==> config.mk <==
export PLATFORM = sky130hd
export DESIGN_NAME = midi_transmitter
export DESIGN_NICKNAME = d
export VERILOG_FILES = /design/src/rtl/midi_pkg.sv /design/src/rtl/uart_tx_byte.sv /design/src/rtl/midi_transmitter.sv
export SDC_FILE = /design/constraint.sdc
export NUM_CORES = 1
export LEC_CHECK = 0
export BUFFER_PORTS_ARGS = -buffer_cell sky130_fd_sc_hd__buf_4
export CAP_MARGIN = 20
export CORE_MARGIN = 5
export CORE_UTILIZATION = 49
export CTS_BUF_LIST = sky130_fd_sc_hd__clkbuf_4
export CTS_CLUSTER_SIZE = 10
export DETAILED_ROUTE_END_ITERATION = 7
export HOLD_SLACK_MARGIN = 0.1
export PLACE_DENSITY_LB_ADDON = 0.25
export SYNTH_ARGS = -nofsm -noshare
export SYNTH_HDL_FRONTEND = slang
export SYNTH_SLANG_ARGS = --single-unit
==> constraint.sdc <==
create_clock -name clock -period 5.8 [get_ports clock]
set_input_delay 0.58 -clock clock [delete_from_list [all_inputs] [get_ports clock]]
set_output_delay 0.58 -clock clock [all_outputs]
set_load 0.1 [all_outputs]
==> src/rtl/midi_pkg.sv <==
// midi_pkg: shared definitions for the MIDI transmitter.
//   - Status nibble constants for channel voice messages.
//   - msg_len: bytes on the wire for a status nibble (0 = invalid, dropped).
//   - msg_byte: byte sent in a given FSM state; data bytes are forced to 7 bits.
//   - midi_state_e: message FSM state encoding.
package midi_pkg;

    localparam logic [3:0] NOTE_OFF = 4'h8;
    localparam logic [3:0] NOTE_ON  = 4'h9;
    localparam logic [3:0] POLY_AT  = 4'hA;
    localparam logic [3:0] CC       = 4'hB;
    localparam logic [3:0] PROG     = 4'hC;
    localparam logic [3:0] CHAN_AT  = 4'hD;
    localparam logic [3:0] PITCH    = 4'hE;

    typedef enum logic [1:0] {
        StIdle,
        StSendStatus,
        StSendD1,
        StSendD2
    } midi_state_e;

    function automatic logic [1:0] msg_len(input logic [3:0] status);
        case (status)
            NOTE_OFF, NOTE_ON, POLY_AT, CC, PITCH: msg_len = 2'd3;
            PROG, CHAN_AT:                         msg_len = 2'd2;
            default:                               msg_len = 2'd0;
        endcase
    endfunction

    function automatic logic [7:0] msg_byte(input midi_state_e st, input logic [23:0] m);
        case (st)
            StSendStatus: msg_byte = m[23:16];
            StSendD1:     msg_byte = m[15:8] & 8'h7F;
            StSendD2:     msg_byte = m[7:0] & 8'h7F;
            default:      msg_byte = 8'h00;
        endcase
    endfunction

endpackage

==> src/rtl/uart_tx_byte.sv <==
// uart_tx_byte: 8N1 serializer, one byte per start.
//   clock   in  system clock
//   reset_n in  asynchronous active-low reset (tx forced high)
//   start   in  load data; honoured when idle or during the final stop-bit clock
//   data    in  byte to send, LSB first
//   tx      out serial line, idle high (registered)
//   busy    out frame in progress
//   done    out high during the last clock of the stop bit (combinational)
// Accepting start during the last stop clock gives back-to-back frames with no idle bit.
module uart_tx_byte #(
    parameter int unsigned CLKS_PER_BIT = 4
) (
    input  logic       clock,
    input  logic       reset_n,
    input  logic       start,
    input  logic [7:0] data,
    output logic       tx,
    output logic       busy,
    output logic       done
);

    localparam int unsigned CntW = (CLKS_PER_BIT > 1) ? $clog2(CLKS_PER_BIT) : 1;

    logic [CntW-1:0] baud_q;
    logic [3:0]      bit_q;
    logic [8:0]      shift_q;   // remaining data bits followed by the stop bit
    logic            busy_q;
    logic            tx_q;
    logic            bit_end;

    assign bit_end = (baud_q == CntW'(CLKS_PER_BIT - 1));
    assign done    = busy_q && bit_end && (bit_q == 4'd9);
    assign tx      = tx_q;
    assign busy    = busy_q;

    always_ff @(posedge clock or negedge reset_n) begin
        if (!reset_n) begin
            baud_q  <= '0;
            bit_q   <= 4'd0;
            shift_q <= '1;
            busy_q  <= 1'b0;
            tx_q    <= 1'b1;
        end else if (start && (!busy_q || done)) begin
            baud_q  <= '0;
            bit_q   <= 4'd0;
            shift_q <= {1'b1, data};
            busy_q  <= 1'b1;
            tx_q    <= 1'b0;
        end else if (busy_q) begin
            if (bit_end) begin
                baud_q <= '0;
                if (bit_q == 4'd9) begin
                    busy_q <= 1'b0;
                    tx_q   <= 1'b1;
                end else begin
                    bit_q   <= bit_q + 4'd1;
                    tx_q    <= shift_q[0];
                    shift_q <= {1'b1, shift_q[8:1]};
                end
            end else begin
                baud_q <= baud_q + 1'b1;
            end
        end
    end

endmodule

==> src/rtl/midi_transmitter.sv <==
// midi_transmitter: serial MIDI output. Takes 24-bit parsed messages
// ({status, channel, data1, data2}) and sends them as 8N1 frames.
//   clock       in  system clock
//   reset_n     in  asynchronous active-low reset
//   msg_valid   in  message presented on msg
//   msg[23:0]   in  message word
//   msg_ready   out holding register empty
//   tx          out MIDI line, idle high
//   busy        out frame on the line or message pending
//   msg_done    out one-cycle pulse after the last stop bit of a message
//   msg_dropped out one-cycle pulse when an invalid-status message is consumed
// Build option: define MIDI_RUNNING_STATUS_EN to omit a status byte equal to
// the previously transmitted one.
// CLOCK_HZ/BAUD must be at least 2.
module midi_transmitter
    import midi_pkg::*;
#(
    parameter int unsigned CLOCK_HZ = 50_000_000,
    parameter int unsigned BAUD     = 31250
) (
    input  logic        clock,
    input  logic        reset_n,
    input  logic        msg_valid,
    input  logic [23:0] msg,
    output logic        msg_ready,
    output logic        tx,
    output logic        busy,
    output logic        msg_done,
    output logic        msg_dropped
);

    localparam int unsigned CLKS_PER_BIT = CLOCK_HZ / BAUD;

    midi_state_e st_q, st_d, hold_entry;
    logic [23:0] hold_q, work_q, work_d;
    logic        hold_full_q, hold_full_d;
    logic        launch_q, launch_d;
    logic        msg_done_q, done_d;
    logic        msg_dropped_q, drop_d;
    logic        accept, hold_take, dispatch, hold_skip;
    logic [1:0]  hold_len, work_len;
    logic        byte_start, byte_done, uart_busy;
    logic [7:0]  byte_data;

`ifdef MIDI_RUNNING_STATUS_EN
    logic [7:0]  rs_q;
`endif

    assign accept    = msg_valid && !hold_full_q;
    assign hold_len  = msg_len(hold_q[23:20]);
    assign work_len  = msg_len(work_q[23:20]);

    always_comb begin
        hold_skip = 1'b0;
`ifdef MIDI_RUNNING_STATUS_EN
        // rs_q is zero after reset, which no valid status byte matches
        hold_skip = (hold_q[23:16] == rs_q);
`endif
    end

    assign hold_entry = hold_skip ? StSendD1 : StSendStatus;

    always_comb begin
        st_d       = st_q;
        work_d     = work_q;
        launch_d   = 1'b0;
        hold_take  = 1'b0;
        dispatch   = 1'b0;
        done_d     = 1'b0;
        drop_d     = 1'b0;
        byte_start = 1'b0;
        byte_data  = 8'h00;
        unique case (st_q)
            StIdle: begin
                if (hold_full_q) begin
                    hold_take = 1'b1;
                    if (hold_len == 2'd0) begin
                        drop_d = 1'b1;
                    end else begin
                        dispatch = 1'b1;
                        work_d   = hold_q;
                        st_d     = hold_entry;
                        launch_d = 1'b1;
                    end
                end
            end
            default: begin
                if (launch_q) begin
                    // first byte of a message dispatched from idle
                    byte_start = 1'b1;
                    byte_data  = msg_byte(st_q, work_q);
                end else if (byte_done) begin
                    if (st_q == StSendStatus) begin
                        st_d       = StSendD1;
                        byte_start = 1'b1;
                        byte_data  = msg_byte(StSendD1, work_q);
                    end else if (st_q == StSendD1 && work_len == 2'd3) begin
                        st_d       = StSendD2;
                        byte_start = 1'b1;
                        byte_data  = msg_byte(StSendD2, work_q);
                    end else begin
                        done_d = 1'b1;
                        st_d   = StIdle;
                        // chain straight into a pending valid message so its
                        // start bit follows this stop bit
                        if (hold_full_q && hold_len != 2'd0) begin
                            hold_take  = 1'b1;
                            dispatch   = 1'b1;
                            work_d     = hold_q;
                            st_d       = hold_entry;
                            byte_start = 1'b1;
                            byte_data  = msg_byte(hold_entry, hold_q);
                        end
                    end
                end
            end
        endcase
    end

    always_comb begin
        hold_full_d = hold_full_q;
        if (accept) begin
            hold_full_d = 1'b1;
        end else if (hold_take) begin
            hold_full_d = 1'b0;
        end
    end

    always_ff @(posedge clock or negedge reset_n) begin
        if (!reset_n) begin
            st_q          <= StIdle;
            hold_q        <= '0;
            work_q        <= '0;
            hold_full_q   <= 1'b0;
            launch_q      <= 1'b0;
            msg_done_q    <= 1'b0;
            msg_dropped_q <= 1'b0;
`ifdef MIDI_RUNNING_STATUS_EN
            rs_q          <= 8'h00;
`endif
        end else begin
            st_q          <= st_d;
            work_q        <= work_d;
            hold_full_q   <= hold_full_d;
            launch_q      <= launch_d;
            msg_done_q    <= done_d;
            msg_dropped_q <= drop_d;
            if (accept) begin
                hold_q <= msg;
            end
`ifdef MIDI_RUNNING_STATUS_EN
            if (dispatch) begin
                rs_q <= hold_q[23:16];
            end
`endif
        end
    end

    uart_tx_byte #(
        .CLKS_PER_BIT(CLKS_PER_BIT)
    ) u_uart_tx_byte (
        .clock  (clock),
        .reset_n(reset_n),
        .start  (byte_start),
        .data   (byte_data),
        .tx     (tx),
        .busy   (uart_busy),
        .done   (byte_done)
    );

    assign msg_ready   = !hold_full_q;
    assign busy        = uart_busy || (st_q != StIdle) || hold_full_q;
    assign msg_done    = msg_done_q;
    assign msg_dropped = msg_dropped_q;

endmodule

==> results by group, run 1 <==
Setup path
  • Logic depth of the worst register-to-register path: 5
  • Crit path arrival time: 3090 ps
  • Worst R2R End: u_uart_tx_byte.shift_q[2]
  • Crit start category: flop
  • Crit Path Max Fanout: 14
  • Worst R2R Start: st_q[0]
  • Required time of the worst setup path: 6150 ps
  • Kind of critical path: reg2reg
  • R2R setup slack: 3070 ps
  • CP Capture Type: flop

Global routing
  • First-pass GRT wire length: 12700 um
  • GR Util met3: 0.0496
  • Vias in the first global route: 2586
  • Total track usage: 0.164
  • Met2 Track Usage GR: 0.258
  • Largest net degree at the start of global routing: 76
  • Antenna violations before repair: 0
  • Met1 Resource Use GR: 0.218
  • Busiest grt layer: met2
  • Grt ovf: 0

STA
  • Final worst path period need: 2730 ps
  • Final Hold Viols: 0
  • RSZ-0062 raised after global routing: false
  • Relative slew margins: 0.338
  • Max Slew Vio Count: 0
  • Worst slew pin tran: 991 ps
  • Max frequency: 366 MHz
  • Final setup viols: 0
  • Worst clock skew: 14.9 ps
  • Setup_tns: 0 ps
  • Final Cycle Share: 0.471

Die
  • Cell Rows: 31
  • Die area: 0.00937 sq mm
  • DIE WIDTH: 96.8 um
  • Starting Density: 0.506
  • # IOs: 32
  • CORE AREA: 0.00729 sq mm
  • Die height: 96.8 um

Synthesis
  • Syn nets: 351
  • Synthesized area per cell: 11.5 sq um
  • Async SR Flop Fraction: 1.00
  • Top_reg_cell synth: dfrtp_1
  • Cell area after synthesis: 0.00369 sq mm
  • Number of flops mapped to enable cells by yosys: 0
  • YS warnings: 0
  • Post-synthesis sequential area ratio: 0.512
  • Synth unique cells: 55
  • Synthesized instance count: 321
  • Seq cells post-synth: 75

Place
  • HPWL Detailed: 5060 um
  • Placed inst area: 0.00394 sq mm
  • GPL Wtd Cong: 0.832
  • # port buffers: 29

CTS
  • Post-CTS sizing: 0
  • CTS Buf Count: 9
  • Root Driver: clkbuf_4
  • CTS tree: built
  • H-tree Lvls: 3
  • Post-CTS Setup Inserts: 0
  • Num Clock Sinks: 75
  • Clock buffer depth: 2
  • Worst-Skew Late Latency: 420 ps
  • Hold_buf cts: 0
  • Clk slew on worst S/H paths: 120 ps

Pwr
  • Clock Power Share: 0.180
  • Combinational share of power: 0.295
  • P_int: 0.00111 W
  • NetSw: 0.000578 W
  • Power density over the cells: 411 mW/mm^2
  • Seq pwr share: 0.525
  • LEAKAGE: 1.75 nW
  • Sw frac: 0.343
  • Peak VDD IR: 0.258 mV

Cells and area
  • Post-route cell area: 0.00410 sq mm
  • Layout cells sized above 1: 0.266
  • N_diodes: 0
  • Area added between synthesis and finish: 11.1%
  • # nets final: 375

Route
  • WL/cell: 16.3 um
  • DRC: 0
  • Vias per cell: 5.63
  • DR iter-0 viols: 114
  • Vias post-DR: 2521
  • Final antenna-violating net count: 0
  • Drt pass-1 iters: 4
  • Detailed Route WL: 7310 um

Run
  • MaxCap Viol Count: 0

Outcome
  • Status: finished clean

Min path
  • Hold Crit Class: in2async
-- cell families after synthesis --
family / Yosys count / synth area share
AOI/OAI and AO/OA: 65 / 0.132
xor gates and xnor gates: 7 / 0.0166
adders and majority gates: 3 / 0.0102
buffers and inverters: 26 / 0.0326
DFF: 75 / 0.512
muxes: 59 / 0.177
and+or+nand+nor: 86 / 0.119
-- stage by stage --
step	instances	utilization	hold slack [ps]	total power (W)	setup WS (ps)
2_1_floorplan	321	-	284	0.00125	3680
4_1_cts	446	0.558	293	0.00169	2880
6_report	448	0.562	262	0.00168	3070
3_3_place_gp	431	0.541	469	0.00136	2920
3_5_place_dp	431	0.541	473	0.00139	2920
5_1_grt	448	0.562	316	0.00180	2890
-- area by class of cell --
| type | count | area (sq um) |
|---|---|---|
| well taps | 99 | 124 |
| repair buffers | 31 | 248 |
| clock buffers | 9 | 67.6 |
| clock inverters | 6 | 57.6 |
| fillers | 664 | 3190 |
| inverters | 8 | 30.0 |
| flip-flops and latches | 75 | 1890 |
| multi-input cells | 220 | 1680 |
-- power groups by stage --
stage               combinational [W]  sequential, W  clock, W
floorplan                    0.000422       0.000828         0
global placement             0.000474       0.000890         0
detailed placement           0.000492       0.000897         0
CTS                          0.000495       0.000885  0.000315
global route                 0.000555       0.000913  0.000335
finish                       0.000497       0.000885  0.000302
-- critical path, stage by stage (launching register included) --
cell      delay, ps
dfrtp_1         570
nand3b_2        390
a21o_1          340
a31o_1          300
nor2_1          770
mux2i_1         280
-- sequential cells by signal, indices dropped and copies added, names as in the netlist --
register                cells
u_uart_tx_byte.bit_q        4
work_q                     22
hold_full_q                 1
u_uart_tx_byte.busy         1
hold_q                     22
msg_dropped                 1
u_uart_tx_byte.shift_q      8
u_uart_tx_byte.baud_q      11
msg_done                    1
u_uart_tx_byte.tx           1
launch_q                    1
st_q                        2
-- layer usage --
metal | vias to the layer above | share of wire
met1 | 1243 | 0.46
met3 | 12 | 0.038
met5 | - | 0
met4 | 0 | 0.018
met2 | 39 | 0.48
li1 | 1227 | -
-- cell usage after synthesis, drive strengths merged (2+ instances only) --
cell,instances,share of area
nand2b,4,0.0068
nand2,21,0.021
nor2,21,0.021
and3,5,0.0085
ha,3,0.010
xnor2,5,0.012
mux2,51,0.16
or3,2,0.0034
a211oi,9,0.022
a31o,2,0.0047
o21ai,9,0.012
o31a,3,0.0071
nor2b,4,0.0068
buf,8,0.014
a21oi,11,0.015
clkbuf,10,0.010
mux2i,8,0.022
nand3b,2,0.0051
or2,2,0.0034
a221o,3,0.0081
o31ai,3,0.0061
a311oi,5,0.012
inv,8,0.0081
a22o,7,0.017
nand3,12,0.018
dfstp,9,0.064
xor2,2,0.0047
nor3,5,0.0068
a21o,2,0.0041
nand4,2,0.0034
and2,2,0.0034
dfrtp,66,0.45
and4,2,0.0054
-- how the worst max path moves through the flow --
stage	from	to	slack, ps	cells past startpoint
floorplan	st_q[1]	busy	3680	3
global placement	u_uart_tx_byte.busy	work_q[1]	2920	5
detailed placement	u_uart_tx_byte.busy	work_q[0]	2920	5
CTS	u_uart_tx_byte.busy	work_q[0]	2880	5
global route	st_q[0]	u_uart_tx_byte.shift_q[2]	2890	5
finish	st_q[0]	u_uart_tx_byte.shift_q[2]	3070	5
-- cell usage in the layout (no fill, tap or decap), drive strengths merged, types with 3 or more instances in the layout --
cell / synthesis / layout
o31a: 3 / 3
a311oi: 5 / 5
a22o: 7 / 7
ha: 3 / 3
a211oi: 9 / 9
mux2: 51 / 51
nor2: 21 / 21
a21oi: 11 / 11
xnor2: 5 / 5
mux2i: 8 / 8
nand2b: 4 / 4
nor3: 5 / 5
clkinv: 0 / 5
nor2b: 4 / 4
nand2: 21 / 21
dfrtp: 66 / 66
buf: 8 / 31
inv: 8 / 8
a221o: 3 / 3
dfstp: 9 / 9
o21ai: 9 / 9
clkbuf: 10 / 9
and3: 5 / 5
o31ai: 3 / 3
nand3: 12 / 12
Note: power is estimated with default switching activity, not from simulation.
==> run 2, diff against run 1 <==
- clock period: 5.8 -> 2.8 ns (I/O delays scaled with it)
==> run 2 against run 1 <==
Register-to-register slack worse by 2700 ps. Cell count up 6.7%. Die area unchanged. First-iteration DRC count shrank 7.0%. Core utilization increased by 3.4 points. Non-clock buffer count increased by 30. Final area up 6.1%. Worst setup slack worse by 2700 ps. Total power increased by 100%. Critical path type unchanged. Highest routed layer unchanged.
==> results by group, run 2 (synthesized netlist as in run 1, its figures left out) <==
Setup path
  • Kind of critical path: reg2reg
  • Logic depth of the worst register-to-register path: 6 (+1)
  • Crit path arrival time: 2730 ps (-360 ps)
  • R2R setup slack: 350 ps (-2710 ps)
  • Crit path buffers/inverters: 1 (+1)
  • Worst R2R End: work_q[11]
  • Crit start category: flop
  • CP cell instances: nor4b_2 -> and4_4 -> nand3_2 -> a211oi_4 -> buf_4 -> mux2_1
  • Worst path max stage delay: 450 ps (-320 ps)
  • Crit Path Max Fanout: 22 (+8)
  • Slowest cell on crit path: dfrtp_1
  • Worst R2R Start: u_uart_tx_byte.baud_q[6]
  • Required time of the worst setup path: 3090 ps (-3060 ps)
  • CP Capture Type: flop
  • CP top delay family: simple AND/OR/NAND/NOR gates

Cells and area
  • # nets final: 405 (+8.0%)
  • N_diodes: 0 (unchanged)
  • Layout cells sized above 1: 0.264 (-0.00262)
  • Biggest registers after layout: hold_q: 22 flops, work_q: 22 flops, u_uart_tx_byte.baud_q: 11 flops
  • Area added between synthesis and finish: 17.8%
  • Most common cell after layout, fill and taps aside: dfrtp_1
  • Layout Cells excl Fill: 478 (+6.7%)
  • Most frequent cells in the layout: dfrtp_1, buf_4, mux2_2

Die
  • CORE AREA: 0.00729 sq mm (unchanged)
  • Cell Rows: 31 (unchanged)
  • # IOs: 32 (unchanged)
  • DIE WIDTH: 96.8 um (unchanged)
  • Starting Density: 0.506 (unchanged)
  • Die height: 96.8 um (unchanged)
  • Die area: 0.00937 sq mm (unchanged)

Min path
  • Hold path endpoint: u_uart_tx_byte.tx
  • Hold_sp: u_uart_tx_byte.tx
  • Hold Crit Class: reg2reg
  • Worst Hold Depth: 2

Route
  • Top sig layer: met4
  • Vias per cell: 5.58 (-0.89%)
  • WL/cell: 16.0 um (-1.8%)
  • Met1 wire length: 3490 um (+3.5%)
  • Vias post-DR: 2666 (+5.8%)
  • Routed length on met3: 239 um (-15%)
  • DRC: 0 (unchanged)
  • Detailed Route WL: 7650 um (+4.7%)
  • Final antenna-violating net count: 0 (unchanged)
  • Drt pass-1 iters: 4 (unchanged)
  • Met2 wire length: 3790 um (+7.6%)
  • DR iter-0 viols: 106 (-7.0%)

STA
  • Final Hold Viols: 0 (unchanged)
  • RSZ-0062 raised after global routing: false
  • Final worst path period need: 2450 ps (-289 ps)
  • Relative slew margins: 0.386 (+0.0482)
  • Max Slew Vio Count: 0 (unchanged)
  • Final setup viols: 0 (unchanged)
  • Max frequency: 409 MHz (+12%)
  • Setup_tns: 0 ps (unchanged)
  • Worst slew pin tran: 920 ps (-70.3 ps)
  • Final Cycle Share: 0.874 (+0.402)
  • Worst clock skew: 21.2 ps (+6.34 ps)

Pwr
  • NetSw: 0.00121 W (+110%)
  • Power density over the cells: 792 mW/mm^2 (+93%)
  • Seq pwr share: 0.528 (+0.003)
  • Peak VDD IR: 0.451 mV (+75%)
  • Clock Power Share: 0.161 (-0.019)
  • Total design power: 0.00344 W (+100%)
  • Sw frac: 0.351 (+0.00745)
  • P_int: 0.00224 W (+100%)
  • LEAKAGE: 1.85 nW (+6.0%)
  • Combinational share of power: 0.311 (+0.016)

Global routing
  • Antenna violations before repair: 0 (unchanged)
  • Grt ovf: 0 (unchanged)
  • Vias in the first global route: 2684 (+3.8%)
  • Largest net degree at the start of global routing: 76 (unchanged)
  • Total track usage: 0.173 (+0.00867)
  • First-pass GRT wire length: 13300 um (+5.2%)

Run
  • MaxCap Viol Count: 0 (unchanged)

Outcome
  • Status: finished clean

Place
  • # port buffers: 29 (unchanged)
  • GPL Wtd Cong: 0.836 (+0.54%)
  • Placed insts: 440 (+2.1%)
  • HPWL Detailed: 5230 um (+3.3%)

CTS
  • CTS tree: built
  • Clk slew on worst S/H paths: 130 ps (about the same)
  • Num Clock Sinks: 75 (unchanged)
  • Clock buffer depth: 2 (unchanged)
  • Worst-Skew Late Latency: 410 ps (about the same)
  • CTS Buf Count: 9 (unchanged)
  • Post-CTS sizing: 0 (unchanged)
  • Root Driver: clkbuf_4
  • H-tree Lvls: 3 (unchanged)
## run 2: layout make-up
class                      count  area, sq um
clock buffer                  10         75.1
fill                         621         2940
tap                           99          124
multi-input combinational    220         1680
timing repair buffer          61          515
sequential                    75         1890
inverter                       8         30.0
clock inverter                 5         31.3
## run 2: tightest hold or removal path, stage by stage, from the launching register on
cell,delay (ps)
dfstp_2,390
nand2_1,40
o21ai_0,60
## run 2: layer usage
metal	up-vias	track usage
met3	13	0.0295
li1	1282	-
met4	0	0.0659
met5	-	0
met2	41	0.283
met1	1330	0.229
## run 2: worst max path at each step
stage	startpoint	to	slack, ps	depth (start not counted)
after floorplan	u_uart_tx_byte.baud_q[6]	work_q[10]	750	6
after global placement	u_uart_tx_byte.baud_q[6]	work_q[0]	450	6
after detailed placement	u_uart_tx_byte.baud_q[6]	work_q[0]	390	6
after CTS	u_uart_tx_byte.baud_q[6]	work_q[11]	350	6
after global routing	u_uart_tx_byte.baud_q[6]	work_q[11]	230	6
final	u_uart_tx_byte.baud_q[6]	work_q[11]	350	6
## run 2: metrics by stage
| step | util | hold slack [ps] | cell area [sq um] | setup WS (ps) |
|---|---|---|---|---|
| after floorplan | - | -15.6 | 3690 | 755 |
| after global placement | 0.550 | 473 | 4010 | 447 |
| after detailed placement | 0.550 | 475 | 4010 | 392 |
| after CTS | 0.596 | 493 | 4350 | 348 |
| after global routing | 0.596 | 513 | 4350 | 228 |
| final | 0.596 | 488 | 4350 | 354 |
## run 2: power groups by stage
stage | Sequential (W) | Clock, W | Combinational, W
detailed placement | 0.00185 | 0 | 0.00105
global route | 0.00188 | 0.000620 | 0.00119
finish | 0.00182 | 0.000553 | 0.00107
floorplan | 0.00171 | 0 | 0.000875
CTS | 0.00182 | 0.000572 | 0.00108
global placement | 0.00183 | 0 | 0.00101
## run 2: timing repair
| action | CTS | global route |
|---|---|---|
| hold endpoints to repair | 88 | 0 |
| setup buffers | 0 | 0 |
| hold buffers | 23 | 0 |
==> run 3, diff against run 2 <==
- SLEW_MARGIN: default -> 20
- SYNTH_HIERARCHICAL: default -> 1
==> run 3 against run 2 <==
Final area rose by 7.3%. Die area rose by 4.1%. Wire length rose by 5.6%. Clock power rose by 30%. Maximum frequency fell by 6.7%. Sequential power fell by 2%. Synthesized cell count rose by 3.7%. Total power rose by 4.7%. First-iteration DRC count rose by 64%. Clock skew fell by 13 ps. Core utilization rose by 1.0 points. Critical path type unchanged. Critical endpoint is now u_uart_tx_byte/shift_q[5]. Largest cell class unchanged.
==> results by group, run 3 <==
Outcome
  • Status: finished clean

CTS
  • Num Clock Sinks: 75 (unchanged)
  • Post-CTS Setup Inserts: 0 (unchanged)
  • Clk slew on worst S/H paths: 110 ps (-20 ps)
  • Root Driver: clkbuf_4
  • CTS Buf Count: 9 (unchanged)
  • Worst-Skew Late Latency: 420 ps (about the same)
  • Clock buffer depth: 2 (unchanged)
  • H-tree Lvls: 3 (unchanged)
  • CTS tree: built

Synthesis
  • YS warnings: 6 (+6)
  • Share of the synthesized area in the top cell type: 0.428 (-0.0197)
  • Synthesized area per cell: 11.6 sq um (+0.84%)
  • Async SR Flop Fraction: 1.00 (unchanged)
  • Synth area leaders: dfrtp_1, mux2_2, dfstp_2
  • Area leader, netlist: dfrtp_1
  • Synthesized instance count: 333 (+3.7%)
  • Seq cells post-synth: 75 (unchanged)
  • Synth unique cells: 59 (+7.3%)
  • Number of flops mapped to enable cells by yosys: 0 (unchanged)
  • Top_reg_cell synth: dfrtp_1
  • Cell area after synthesis: 0.00386 sq mm (+4.6%)
  • Commonest cells post-synth: dfrtp_1, mux2_2, nand2_1
  • Syn nets: 363 (+3.4%)
  • Post-synthesis sequential area ratio: 0.489 (-0.0226)
  • Most frequent cell after synthesis: dfrtp_1

Setup path
  • Required time of the worst setup path: 3170 ps (+80 ps)
  • Crit path buffers/inverters: 3 (+2)
  • Kind of critical path: reg2reg
  • Crit Path Max Fanout: 5 (-77%)
  • Critical path origin: u_uart_tx_byte/baud_q[0]
  • Crit start category: flop
  • Slowest cell on crit path: or4_4
  • Worst R2R End: u_uart_tx_byte/shift_q[5]
  • R2R setup slack: 180 ps (-180 ps)
  • Crit path arrival time: 2990 ps (+260 ps)
  • Critical Path End: u_uart_tx_byte/shift_q[5]
  • Critical path depth: 11 (+5)
  • CP cell instances: ha_2 -> nand2_1 -> or4_4 -> nor3_4 -> o31ai_1 -> a21boi_2 -> clkinv_2 -> buf_4 -> a21boi_2 -> buf_4 -> o221a_2
  • Worst R2R Start: u_uart_tx_byte/baud_q[0]
  • CP Capture Type: flop
  • CP top delay family: simple AND/OR/NAND/NOR gates
  • Logic depth of the worst register-to-register path: 11 (+5)
  • Worst path max stage delay: 540 ps (+90 ps)

STA
  • Worst clock skew: 8.50 ps (-12.7 ps)
  • Setup_tns: 0 ps (unchanged)
  • RSZ-0062 raised after global routing: false
  • Final Hold Viols: 0 (unchanged)
  • Final setup viols: 0 (unchanged)
  • Max Slew Vio Count: 0 (unchanged)
  • Final Cycle Share: 0.936 (+0.0628)
  • Final worst path period need: 2620 ps (+176 ps)
  • Relative slew margins: 0.375 (-0.0112)
  • Worst slew pin tran: 937 ps (+16.8 ps)
  • Max frequency: 381 MHz (-6.7%)

Pwr
  • Clock Power Share: 0.199 (+0.038)
  • Power density over the cells: 773 mW/mm^2 (-2.4%)
  • NetSw: 0.00121 W (+0.19%)
  • Sw frac: 0.336 (-0.0151)
  • P_int: 0.00239 W (+7.1%)
  • Peak VDD IR: 0.553 mV (+23%)
  • Seq pwr share: 0.494 (-0.034)
  • Combinational share of power: 0.307 (-0.004)
  • Total design power: 0.00360 W (+4.7%)
  • LEAKAGE: 1.95 nW (+5.0%)

Cells and area
  • FILL cells: 653 (+5.2%)
  • N_diodes: 0 (unchanged)
  • Most frequent cells in the layout: dfrtp_1, buf_4, mux2_2
  • Biggest registers after layout: hold_q: 22 flops, work_q: 22 flops, u_uart_tx_byte/baud_q: 11 flops
  • Layout cells sized above 1: 0.382 (+0.118)
  • Layout Cells excl Fill: 503 (+5.2%)
  • # nets final: 427 (+5.4%)
  • Most common cell after layout, fill and taps aside: dfrtp_1
  • Area added between synthesis and finish: 20.8%

Global routing
  • Largest net degree at the start of global routing: 76 (unchanged)
  • Vias in the first global route: 2905 (+8.2%)
  • Grt ovf: 0 (unchanged)
  • First-pass GRT wire length: 14100 um (+6.1%)
  • Antenna violations before repair: 0 (unchanged)
  • Total track usage: 0.179 (+0.00620)

Die
  • Die height: 98.8 um (+2.0%)
  • # IOs: 32 (unchanged)
  • Die area: 0.00975 sq mm (+4.1%)
  • Cell Rows: 32 (+3.2%)
  • CORE AREA: 0.00769 sq mm (+5.4%)
  • DIE WIDTH: 98.8 um (+2.0%)
  • Starting Density: 0.502 (-0.00389)

Run
  • MaxCap Viol Count: 0 (unchanged)

Route
  • Vias post-DR: 2906 (+9.0%)
  • WL/cell: 16.1 um (+0.31%)
  • Drt pass-1 iters: 4 (unchanged)
  • Vias per cell: 5.78 (+3.6%)
  • DR iter-0 viols: 174 (+64%)
  • DRC: 0 (unchanged)
  • Final antenna-violating net count: 0 (unchanged)
  • Detailed Route WL: 8080 um (+5.6%)

Place
  • Placed insts: 465 (+5.7%)
  • GPL Wtd Cong: 0.813 (-2.8%)
  • # port buffers: 29 (unchanged)
  • HPWL Detailed: 5460 um (+4.4%)

Min path
  • Hold Crit Class: in2async
-- run 3: cell types whose count changed after synthesis, sizes merged, moves of 5 or more --
cell,change
a2111oi,+5
a22oi,+5
o221a,+7
a22o,-5
o22ai,+7
nand2,+6
nor2,-13
or3,+10
-- run 3: power by group through the flow --
stage	clock (W)	sequential, W	combinational, W
5_1_grt	0.000792	0.00184	0.00123
2_1_floorplan	0	0.00167	0.000848
6_report	0.000717	0.00178	0.00111
3_5_place_dp	0	0.00181	0.00108
3_3_place_gp	0	0.00179	0.00105
4_1_cts	0.000744	0.00178	0.00112
-- run 3: final cells by class --
type | count | area, sq um | share of cell area
flip-flops and latches | 75 | 1890 | 0.405
clock buffers | 9 | 67.6 | 0.0145
inverters | 7 | 27.5 | 0.00590
well taps | 102 | 128 | 0.0274
multi-input cells | 230 | 1850 | 0.396
clock inverters | 6 | 81.3 | 0.0174
repair buffers | 74 | 626 | 0.134
-- run 3: per-layer routing --
layer | part of all wire | global-route usage
met1 | 0.43 | 0.225
met2 | 0.49 | 0.284
met3 | 0.044 | 0.0481
met4 | 0.027 | 0.0903
met5 | 0 | 0
-- run 3: worst min path at each step --
stage	start	end	slack [ps]
floorplan	reset_n	hold_full_q	-20
global route	hold_q[11]	hold_q[11]	540
CTS	msg_valid	hold_full_q	500
detailed placement	reset_n	u_uart_tx_byte/bit_q[2]	490
finish	reset_n	u_uart_tx_byte/bit_q[3]	510
global placement	reset_n	u_uart_tx_byte/bit_q[3]	480
-- run 3: repair_timing --
item,4_1_cts,5_1_grt
endpoints found under the setup margin,0,30
hold buffers,23,0
gates resized for setup,0,3
endpoints found under the hold margin,88,0
-- run 3: through the flow --
stage               setup WS [ps]  hold WS [ps]  instance area [sq um]   util
floorplan                    13.7         -15.6                   3870      -
global placement              160           477                   4270  0.556
detailed placement            119           486                   4270  0.556
CTS                          77.5           505                   4650  0.605
global route                 13.5           538                   4660  0.607
finish                        178           508                   4660  0.607
-- run 3: cell families (layout without fill, tap and decap cells) --
kind of cell,count (synthesis),after routing,share of synthesized area
AO/OA/AOI/OAI,82,82,0.170
XOR/XNOR,3,3,0.00681
adder cells (fa/ha/maj),3,3,0.00973
buffers and inverters,28,96,0.0392
flip-flops,75,75,0.489
multiplexers,55,55,0.161
AND/OR/NAND/NOR,87,87,0.125
-- run 3: worst reg2reg max path: cells and delay by family, from the launching register on --
family | cells | cell delay (ps)
DFF | 1 | 430
and+or+nand+nor | 3 | 790
adders and majority gates | 1 | 230
AOI/OAI and AO/OA | 4 | 690
buffers and inverters | 3 | 440
